**config.mk**
```make
export PLATFORM = sky130hd
export DESIGN_NAME = rv32im_bus_arbiter
export DESIGN_NICKNAME = d
export VERILOG_FILES = /design/src/rtl/rv32im_bus_arbiter.sv
export SDC_FILE = /design/constraint.sdc
export NUM_CORES = 1
export LEC_CHECK = 0
export CORE_AREA = 3 3 109 111
export CTS_BUF_LIST = sky130_fd_sc_hd__clkbuf_8
export CTS_CLUSTER_DIAMETER = 40
export DETAILED_ROUTE_END_ITERATION = 16
export DIE_AREA = 0 0 112 114
export DONT_BUFFER_PORTS = 1
export PLACE_DENSITY = 0.3
export RECOVER_POWER = 50
export SLEW_MARGIN = 5
export SYNTH_ARGS = -nofsm -noshare
export SYNTH_HDL_FRONTEND = slang
export SYNTH_SLANG_ARGS = --single-unit
```
**constraint.sdc**
```tcl
create_clock -name clk_i -period 2.4 [get_ports clk_i]
set_input_delay 0.36 -clock clk_i [delete_from_list [all_inputs] [get_ports clk_i]]
set_output_delay 0.36 -clock clk_i [all_outputs]
set_load 0.01 [all_outputs]
```
**src/rtl/rv32im_bus_arbiter.sv**
```systemverilog
// Two-master Wishbone arbiter with strobe watchdog in front of the shared memory slave.
// Define RV32IM_BUS_ARBITER_ROUND_ROBIN_EN for round-robin contention; default is fixed priority (master 0).
module rv32im_bus_arbiter #(
    parameter int unsigned XLEN           = 32,
    parameter int unsigned TIMEOUT_CYCLES = 64
) (
    input  logic            clk_i,
    input  logic            reset_i,

    input  logic            m0_req_i,
    output logic            m0_grant_o,
    input  logic [XLEN-3:0] m0_adr_i,
    input  logic [XLEN-1:0] m0_dat_i,
    input  logic            m0_we_i,
    input  logic [3:0]      m0_sel_i,
    input  logic            m0_stb_i,
    input  logic            m0_cyc_i,
    output logic            m0_ack_o,
    output logic            m0_err_o,

    input  logic            m1_req_i,
    output logic            m1_grant_o,
    input  logic [XLEN-3:0] m1_adr_i,
    input  logic [XLEN-1:0] m1_dat_i,
    input  logic            m1_we_i,
    input  logic [3:0]      m1_sel_i,
    input  logic            m1_stb_i,
    input  logic            m1_cyc_i,
    output logic            m1_ack_o,
    output logic            m1_err_o,

    output logic [XLEN-1:0] m_dat_o,

    output logic [XLEN-3:0] s_adr_o,
    output logic [XLEN-1:0] s_dat_o,
    output logic            s_we_o,
    output logic [3:0]      s_sel_o,
    output logic            s_stb_o,
    output logic            s_cyc_o,
    input  logic [XLEN-1:0] s_dat_i,
    input  logic            s_ack_i,
    input  logic            s_err_i
);

    localparam int unsigned CW = 16;
    localparam logic [CW-1:0] WD_LAST = CW'(TIMEOUT_CYCLES - 1);
    localparam logic [CW-1:0] WD_MAX  = {CW{1'b1}};

    typedef enum logic [1:0] {
        IDLE = 2'd0,
        OWN0 = 2'd1,
        OWN1 = 2'd2
    } state_t;

    state_t        state_q, state_d;
    logic          m0_grant_q, m1_grant_q;
    logic [CW-1:0] wd_cnt_q, wd_cnt_d;
    logic          own0_c, own1_c;
    logic          pick1_c;
    logic          stall_c, wd_fire_c;

    // Contention resolution: which master wins when IDLE sees a request
`ifdef RV32IM_BUS_ARBITER_ROUND_ROBIN_EN
    logic last_served_q;

    always_comb begin
        pick1_c = m1_req_i & (~m0_req_i | ~last_served_q);
    end

    always_ff @(posedge clk_i) begin
        if (reset_i) begin
            last_served_q <= 1'b1;
        end else if (state_q == IDLE && state_d == OWN0) begin
            last_served_q <= 1'b0;
        end else if (state_q == IDLE && state_d == OWN1) begin
            last_served_q <= 1'b1;
        end
    end
`else
    always_comb begin
        pick1_c = m1_req_i & ~m0_req_i;
    end
`endif

    // State and grant registers
    always_ff @(posedge clk_i) begin
        if (reset_i) begin
            state_q    <= IDLE;
            m0_grant_q <= 1'b0;
            m1_grant_q <= 1'b0;
        end else begin
            state_q    <= state_d;
            m0_grant_q <= (state_d == OWN0);
            m1_grant_q <= (state_d == OWN1);
        end
    end

    // Next state: tenure lasts while the owner holds req; IDLE between tenures gives turnaround
    always_comb begin
        state_d = state_q;
        unique case (state_q)
            IDLE: begin
                if (m0_req_i || m1_req_i) begin
                    state_d = pick1_c ? OWN1 : OWN0;
                end
            end
            OWN0: begin
                if (!m0_req_i) begin
                    state_d = IDLE;
                end
            end
            OWN1: begin
                if (!m1_req_i) begin
                    state_d = IDLE;
                end
            end
            default: state_d = IDLE;
        endcase
    end

    assign own0_c     = (state_q == OWN0);
    assign own1_c     = (state_q == OWN1);
    assign m0_grant_o = m0_grant_q;
    assign m1_grant_o = m1_grant_q;

    // Slave-side mux driven by the registered owner
    always_comb begin
        s_adr_o = '0;
        s_dat_o = '0;
        s_we_o  = 1'b0;
        s_sel_o = '0;
        s_stb_o = 1'b0;
        s_cyc_o = 1'b0;
        if (own0_c) begin
            s_adr_o = m0_adr_i;
            s_dat_o = m0_dat_i;
            s_we_o  = m0_we_i;
            s_sel_o = m0_sel_i;
            s_stb_o = m0_stb_i;
            s_cyc_o = m0_cyc_i;
        end else if (own1_c) begin
            s_adr_o = m1_adr_i;
            s_dat_o = m1_dat_i;
            s_we_o  = m1_we_i;
            s_sel_o = m1_sel_i;
            s_stb_o = m1_stb_i;
            s_cyc_o = m1_cyc_i;
        end
    end

    assign m_dat_o = s_dat_i;

    // Watchdog: expiry only counts on a stalled strobe, so a same-cycle ack suppresses it
    assign stall_c   = s_stb_o & ~s_ack_i & ~s_err_i;
    assign wd_fire_c = stall_c & (wd_cnt_q == WD_LAST);

    always_comb begin
        wd_cnt_d = wd_cnt_q;
        if (!stall_c || wd_fire_c) begin
            wd_cnt_d = '0;
        end else if (wd_cnt_q != WD_MAX) begin
            wd_cnt_d = wd_cnt_q + CW'(1);
        end
    end

    always_ff @(posedge clk_i) begin
        if (reset_i) begin
            wd_cnt_q <= '0;
        end else begin
            wd_cnt_q <= wd_cnt_d;
        end
    end

    // Responses reach the owner only
    assign m0_ack_o = own0_c & s_ack_i;
    assign m1_ack_o = own1_c & s_ack_i;
    assign m0_err_o = own0_c & (s_err_i | wd_fire_c);
    assign m1_err_o = own1_c & (s_err_i | wd_fire_c);

endmodule
```
==> flow_summary_export.csv, run 1 <==
group,metric,value,unit
synth,synth-main-ff-cell,"dfxtp_1",
setup_path,critPathCapture,"s_dat_o[14]",
sta,rsz0062_at_grt,"no",
placement,dp_slack,0.395,ns
global_route,antenna_found_initial,0,
synth,seq_area_frac_synth,0.200,
setup_path,reg2reg_to,"wd_cnt_q[2]$_SDFFE_PP0P_",
synth,syn_area_per_cell,8.34,sq um
die,die_y,114,microns
power_and_ir_drop,seq_power_share,0.431,
clock_tree,cts-buffers-inserted,3,
clock_tree,cts_resized,0,
synth,synth_cell_types,44,
drt,wl_met2,4680,microns
synth,yosysTopAreaCell,"a22o_1",
sta,skew,0.00858,ns
power_and_ir_drop,p_int,0.511,mW
setup_path,crit_path_end_kind,"output pin",
sta,hold_viol,0,
synth,synth_area,0.00200,sq mm
synth,syn_nets,417,
drt,dr_total_vias,1933,
setup_path,cp.required,2.04,ns
setup_path,critical_path_arrival,1.90,ns
setup_path,start_kind,"flop",
setup_path,reg2regPathDepth,5,
global_route,grt_usage,0.159,
clock_tree,cts-root-buf,"clkbuf_8",
setup_path,critPathKind,"reg -> out",
global_route,grt_pass1_wl,14000,microns
clock_tree,clk_latency,0.26,ns
die,die_area,0.0128,sq mm
power_and_ir_drop,power_switching_share,0.351,
drt,routed_wl,11600,microns
power_and_ir_drop,power_frac_clock,0.291,
layout,fin_cells,337,
die,die_w,112,microns
synth,ys_ff_latch,20,
drt,vias_per_cell,5.74,
sta,worst_pin_slew,0.730,ns
synth,yosysWarnings,0,
die,ios,283,
global_route,grt_max_degree,71,
clock_tree,htreeDepth,1,
die,rows,38,
placement,dp.cells,334,
synth,async_flop_share,0,
drt,first_iter_violations,101,
power_and_ir_drop,power.density,406,mW/mm^2
die,start_util,0.184,
layout,syn_to_final_growth,-3.00,%
clock_tree,cts_tree,"built",
job,drv_cap,0,
setup_path,r2r_start,"wd_cnt_q[0]$_SDFFE_PP0P_",
synth,syn_inst,240,
global_route,grt_pass1_vias,1733,
clock_tree,cts_sinks,20,
sta,fin_setup_tns,0,ns
drt,wl_met3,2760,microns
layout,drive_above_1_share,0.117,
synth,synth_edf_count,0,
layout,nFillCells,1211,
clock_tree,hold_buffers,0,
drt,detail-route-antenna-nets,0,
layout,nNetsFinal,376,
setup_path,crit_fanout,70,
sta,fmax,0.443,GHz
hold_path,hp-class,"in -> reg",
drt,top_layer_used,"met4",
synth,synth.top_cell.area_share,0.298,
drt,route.detailed.drc,0,
power_and_ir_drop,power.switching,0.277,mW
global_route,gr-total-overflow,0,
drt,wl_per_cell,34.3,microns
outcome,outcome,"complete, no violations",
placement,port_buffers,0,
clock_tree,clkTransAtPathRegs,0.07,ns
drt,wl_met1,4040,microns
sta,period_minus_slack,2.26,ns
layout,fin_util,0.178,
clock_tree,ctsLongestPathBuffers,2,
sta,maxSlewHeadroom,0.513,
sta,fin_ws,0.142,ns
sta,post-route-period-util,0.941,
die,core,0.0109,sq mm
power_and_ir_drop,cellLeakagePower,0.614,nW
sta,holdWs,0.163,ns
sta,setup_viol,0,
setup_path,cp-startpoint,"state_q[0]$_SDFF_PP0_",
drt,drt-pass1-iter-count,4,
clock_tree,cts_setup_buffers,0,
layout,diodes,0,
synth,synthTopCellsByArea,"a22o_1 (30%), dfxtp_1 (20%), buf_4 (12%)",
setup_path,r2r_slack,0.50,ns
placement,place_hpwl,10100,microns
power_and_ir_drop,peakVddDrop,170,uV
power_and_ir_drop,p_comb_frac,0.278,
placement,gp_congestion,0.796,
sta,final-max-slew-violation-count,0,
power by group through the flow:
stage          combinational (mW)  clock (mW)  sequential, mW
2_1_floorplan               0.206           0           0.346
3_3_place_gp                0.222           0           0.347
3_5_place_dp                0.221           0           0.347
4_1_cts                     0.223       0.242           0.339
5_1_grt                     0.229       0.252           0.340
6_report                    0.219       0.229           0.339
critical path, cell delays in order, from the launching register on:
cell and delay [ns]:
dfxtp_1 0.35, and2b_2 0.22, clkbuf_4 0.59, a22o_1 0.46
cell type report:
| cell class | count | area [sq um] | share of cell area |
|---|---|---|---|
| tap | 140 | 175 | 0.0903 |
| inverter | 2 | 7.51 | 0.00387 |
| timing repair buffer | 6 | 45.0 | 0.0232 |
| clock buffer | 3 | 41.3 | 0.0213 |
| multi-input combinational | 166 | 1270 | 0.655 |
| sequential | 20 | 400 | 0.206 |
cells in the mapped netlist, types with 2 or more instances:
| master | count |
|---|---|
| dfxtp_1 | 20 |
| o211ai_1 | 2 |
| a22o_1 | 68 |
| nor2_1 | 2 |
| nor3_2 | 3 |
| nand2_1 | 7 |
| or3_1 | 2 |
| and2_1 | 2 |
| nor2b_1 | 5 |
| and3_1 | 3 |
| buf_4 | 32 |
| o21ai_0 | 3 |
| nand4_1 | 5 |
| a31oi_1 | 5 |
| nor4_1 | 5 |
| or4_1 | 2 |
| and4_1 | 2 |
| a21oi_1 | 9 |
| nor3_1 | 2 |
| and2b_2 | 2 |
| nand3b_1 | 4 |
| a211oi_2 | 2 |
| nor4b_1 | 2 |
| nand3_1 | 10 |
| clkbuf_1 | 19 |
| o31ai_1 | 2 |
| inv_1 | 2 |
| mux2i_1 | 2 |
cells in the final DEF, fill, tap and decap left out, types with 3 or more instances in the layout:
cell type / n
nand2_1: 8
o21ai_0: 3
buf_4: 4
dfxtp_1: 20
a31oi_1: 5
nor2b_1: 5
nand3_1: 10
nand3b_1: 4
nand4_1: 5
nor4_1: 5
a22o_1: 68
clkbuf_8: 3
nor3_2: 3
and3_1: 3
a21oi_1: 9
how the worst min path moves through the flow:
| stage | startpoint | end | cells past startpoint | slack (ns) |
|---|---|---|---|---|
| floorplan | reset_i | m0_grant_o$_SDFF_PP0_ | 1 | 0.43 |
| global placement | reset_i | m0_grant_o$_SDFF_PP0_ | 1 | 0.44 |
| detailed placement | reset_i | m0_grant_o$_SDFF_PP0_ | 1 | 0.44 |
| CTS | reset_i | m0_grant_o$_SDFF_PP0_ | 1 | 0.15 |
| global route | reset_i | m0_grant_o$_SDFF_PP0_ | 1 | 0.15 |
| finish | reset_i | m0_grant_o$_SDFF_PP0_ | 1 | 0.16 |
logic make-up (layout without fill, tap and decap cells):
group                      after synthesis  count (layout)  synth area share
DFF                                     20              20             0.200
xor gates and xnor gates                 1               1           0.00438
and+or+nand+nor                         65              65             0.210
adders and majority gates                1               1           0.00625
buffers and inverters                   54              11             0.165
muxes                                    2               2            0.0100
AOI/OAI and AO/OA                       97              97             0.405
through the flow:
stage	power, mW	instance area, sq um
after floorplan	0.552	2000
after global placement	0.569	1920
after global routing	0.821	1940
after detailed placement	0.568	1920
after CTS	0.805	1960
final	0.787	1940
per-layer routing:
layer | vias to the layer above | GRT usage
met3 | 12 | 0.171
met2 | 161 | 0.217
met5 | - | 0
met1 | 927 | 0.178
li1 | 833 | -
met4 | 0 | 0.0136
sequential cells by signal (all words and copies together) (netlist names):
| signal | flops |
|---|---|
| wd_cnt_q | 16 |
| m1_grant_o | 1 |
| state_q | 2 |
| m0_grant_o | 1 |
Power figures use the tool's default switching activity.
==> run 2: changes to the inputs <==
--- a/config.mk
+++ b/config.mk
@@ -11,6 +11,7 @@
 export DETAILED_ROUTE_END_ITERATION = 16
 export DIE_AREA = 0 0 112 114
 export DONT_BUFFER_PORTS = 1
+export GPL_TIMING_DRIVEN = 0
 export PLACE_DENSITY = 0.3
 export RECOVER_POWER = 50
 export SLEW_MARGIN = 5
==> run 2 against run 1 <==
Cell count rose by 14%. Hold slack barely moved. First-iteration DRC count shrank 11%. Register-to-register slack worse by 0.24 ns. Clock power rose by 2%. Sequential cell count stayed put. Sequential power about the same. Sequential share of layout area decreased by 1.4 points.
==> flow_summary_export.csv, run 2 (same netlist as run 1, synthesis figures left out) <==
group,metric,value,unit
placement,gp_congestion,0.786,
global_route,grt_pass1_wl,15300,microns
clock_tree,cts_tree,"built",
power_and_ir_drop,power,0.836,mW
sta,hold_viol,0,
layout,fin_cells,383,
sta,skew,0.00807,ns
die,ios,283,
placement,dp.cells,380,
setup_path,critical_path_arrival,1.93,ns
outcome,outcome,"complete, no violations",
power_and_ir_drop,p_int,0.527,mW
clock_tree,clk_latency,0.27,ns
drt,detail-route-antenna-nets,0,
job,drv_cap,0,
placement,place_hpwl,11000,microns
layout,fin_util,0.192,
drt,first_iter_violations,90,
setup_path,crit_path_end_kind,"output pin",
drt,route.detailed.drc,0,
setup_path,start_kind,"flop",
setup_path,crit_fanout,10,
drt,vias_per_cell,5.45,
layout,drive_above_1_share,0.0992,
drt,dr_total_vias,2086,
sta,worst_pin_slew,0.909,ns
layout,layout_common_cells,"a22o_1 (68), clkbuf_1 (41), dfxtp_1 (20)",
power_and_ir_drop,seq_power_share,0.406,
sta,rsz0062_at_grt,"no",
die,core,0.0109,sq mm
die,die_w,112,microns
layout,syn_to_final_growth,4.32,%
power_and_ir_drop,p_comb_frac,0.316,
power_and_ir_drop,power.density,400,mW/mm^2
clock_tree,ctsLongestPathBuffers,2,
global_route,grt_max_degree,11,
drt,drt-pass1-iter-count,4,
placement,port_buffers,0,
sta,setup_viol,0,
sta,fmax,0.437,GHz
die,die_y,114,microns
sta,final-max-slew-violation-count,0,
global_route,grt_usage,0.171,
sta,maxSlewHeadroom,0.389,
layout,largest_register,"wd_cnt_q",
die,rows,38,
clock_tree,clkTransAtPathRegs,0.07,ns
sta,post-route-period-util,0.953,
layout,mostFrequentLayoutCell,"a22o_1",
drt,routed_wl,12400,microns
global_route,grt_pass1_vias,1988,
drt,wl_per_cell,32.3,microns
clock_tree,cts_resized,1,
clock_tree,cts-buffers-inserted,3,
clock_tree,hold_buffers,0,
layout,nNetsFinal,421,
layout,top_regs,"wd_cnt_q x16, state_q x2",
power_and_ir_drop,power_frac_clock,0.278,
clock_tree,cts_sinks,20,
hold_path,hp-class,"in -> reg",
sta,period_minus_slack,2.29,ns
global_route,antenna_found_initial,1,
clock_tree,htreeDepth,1,
die,die_area,0.0128,sq mm
die,start_util,0.184,
setup_path,cp.required,2.04,ns
power_and_ir_drop,peakVddDrop,183,uV
global_route,gr-total-overflow,0,
power_and_ir_drop,power.switching,0.309,mW
power_and_ir_drop,cellLeakagePower,0.677,nW
setup_path,critPathKind,"reg -> out",
power_and_ir_drop,power_switching_share,0.370,
layout,largest_reg_flops,16,
clock_tree,cts_setup_buffers,0,
clock_tree,cts-root-buf,"clkbuf_8",
-- run 2: cell types whose count changed in the layout (fill, tap and decap cells not counted), sizes merged --
cell | before | now
diode | 0 | 1
buf | 4 | 0
clkbuf | 5 | 54
-- run 2: path summary, 6_finish.rpt --
check | start | to | slack [ns] | cells after the start
worst max-delay path | state_q[0]$_SDFF_PP0_ | s_adr_o[8] | 0.11 | 4
worst min-delay path | reset_i | m0_grant_o$_SDFF_PP0_ | 0.16 | 1
worst max register to register | wd_cnt_q[0]$_SDFFE_PP0P_ | wd_cnt_q[12]$_SDFFE_PP0P_ | 0.26 | 5
worst min register to register | wd_cnt_q[1]$_SDFFE_PP0P_ | wd_cnt_q[1]$_SDFFE_PP0P_ | 0.51 | 2
-- run 2: layout make-up --
class | instances | area [sq um]
well taps | 140 | 175
clock buffers | 3 | 41.3
fillers | 1265 | 8800
inverters | 2 | 7.51
diodes | 1 | 2.50
plain buffers | 51 | 204
multi-input cells | 166 | 1260
flip-flops and latches | 20 | 400
-- run 2: routing by layer --
layer  vias to the layer above  share of wire  track usage
met3                         2           0.23        0.186
met4                         0         0.0012       0.0144
met5                         -              0            0
li1                        924              -            -
met1                      1008           0.36        0.186
met2                       152           0.42        0.237
-- run 2: per-stage QoR --
step	TNS, ns	setup slack, ns	hold slack, ns	instance area [sq um]
after floorplan	0	0.570	0.432	2000
after global placement	0	0.180	0.435	2180
after detailed placement	0	0.213	0.438	2180
after CTS	-0.0483	-0.0274	0.158	2220
after global routing	0	0.0131	0.146	2090
final	0	0.114	0.162	2090
-- run 2: power groups by stage --
stage,clock network [mW],registers [mW],logic (mW)
6_report,0.233,0.339,0.264
3_3_place_gp,0,0.347,0.284
3_5_place_dp,0,0.347,0.283
2_1_floorplan,0,0.346,0.206
4_1_cts,0.246,0.339,0.284
5_1_grt,0.257,0.340,0.280
-- run 2: worst max-delay path, stage by stage (launching register included) --
cell      delay (ns)
dfxtp_1         0.35
and2b_2         0.22
clkbuf_1        0.35
clkbuf_1        0.42
a22o_1          0.32
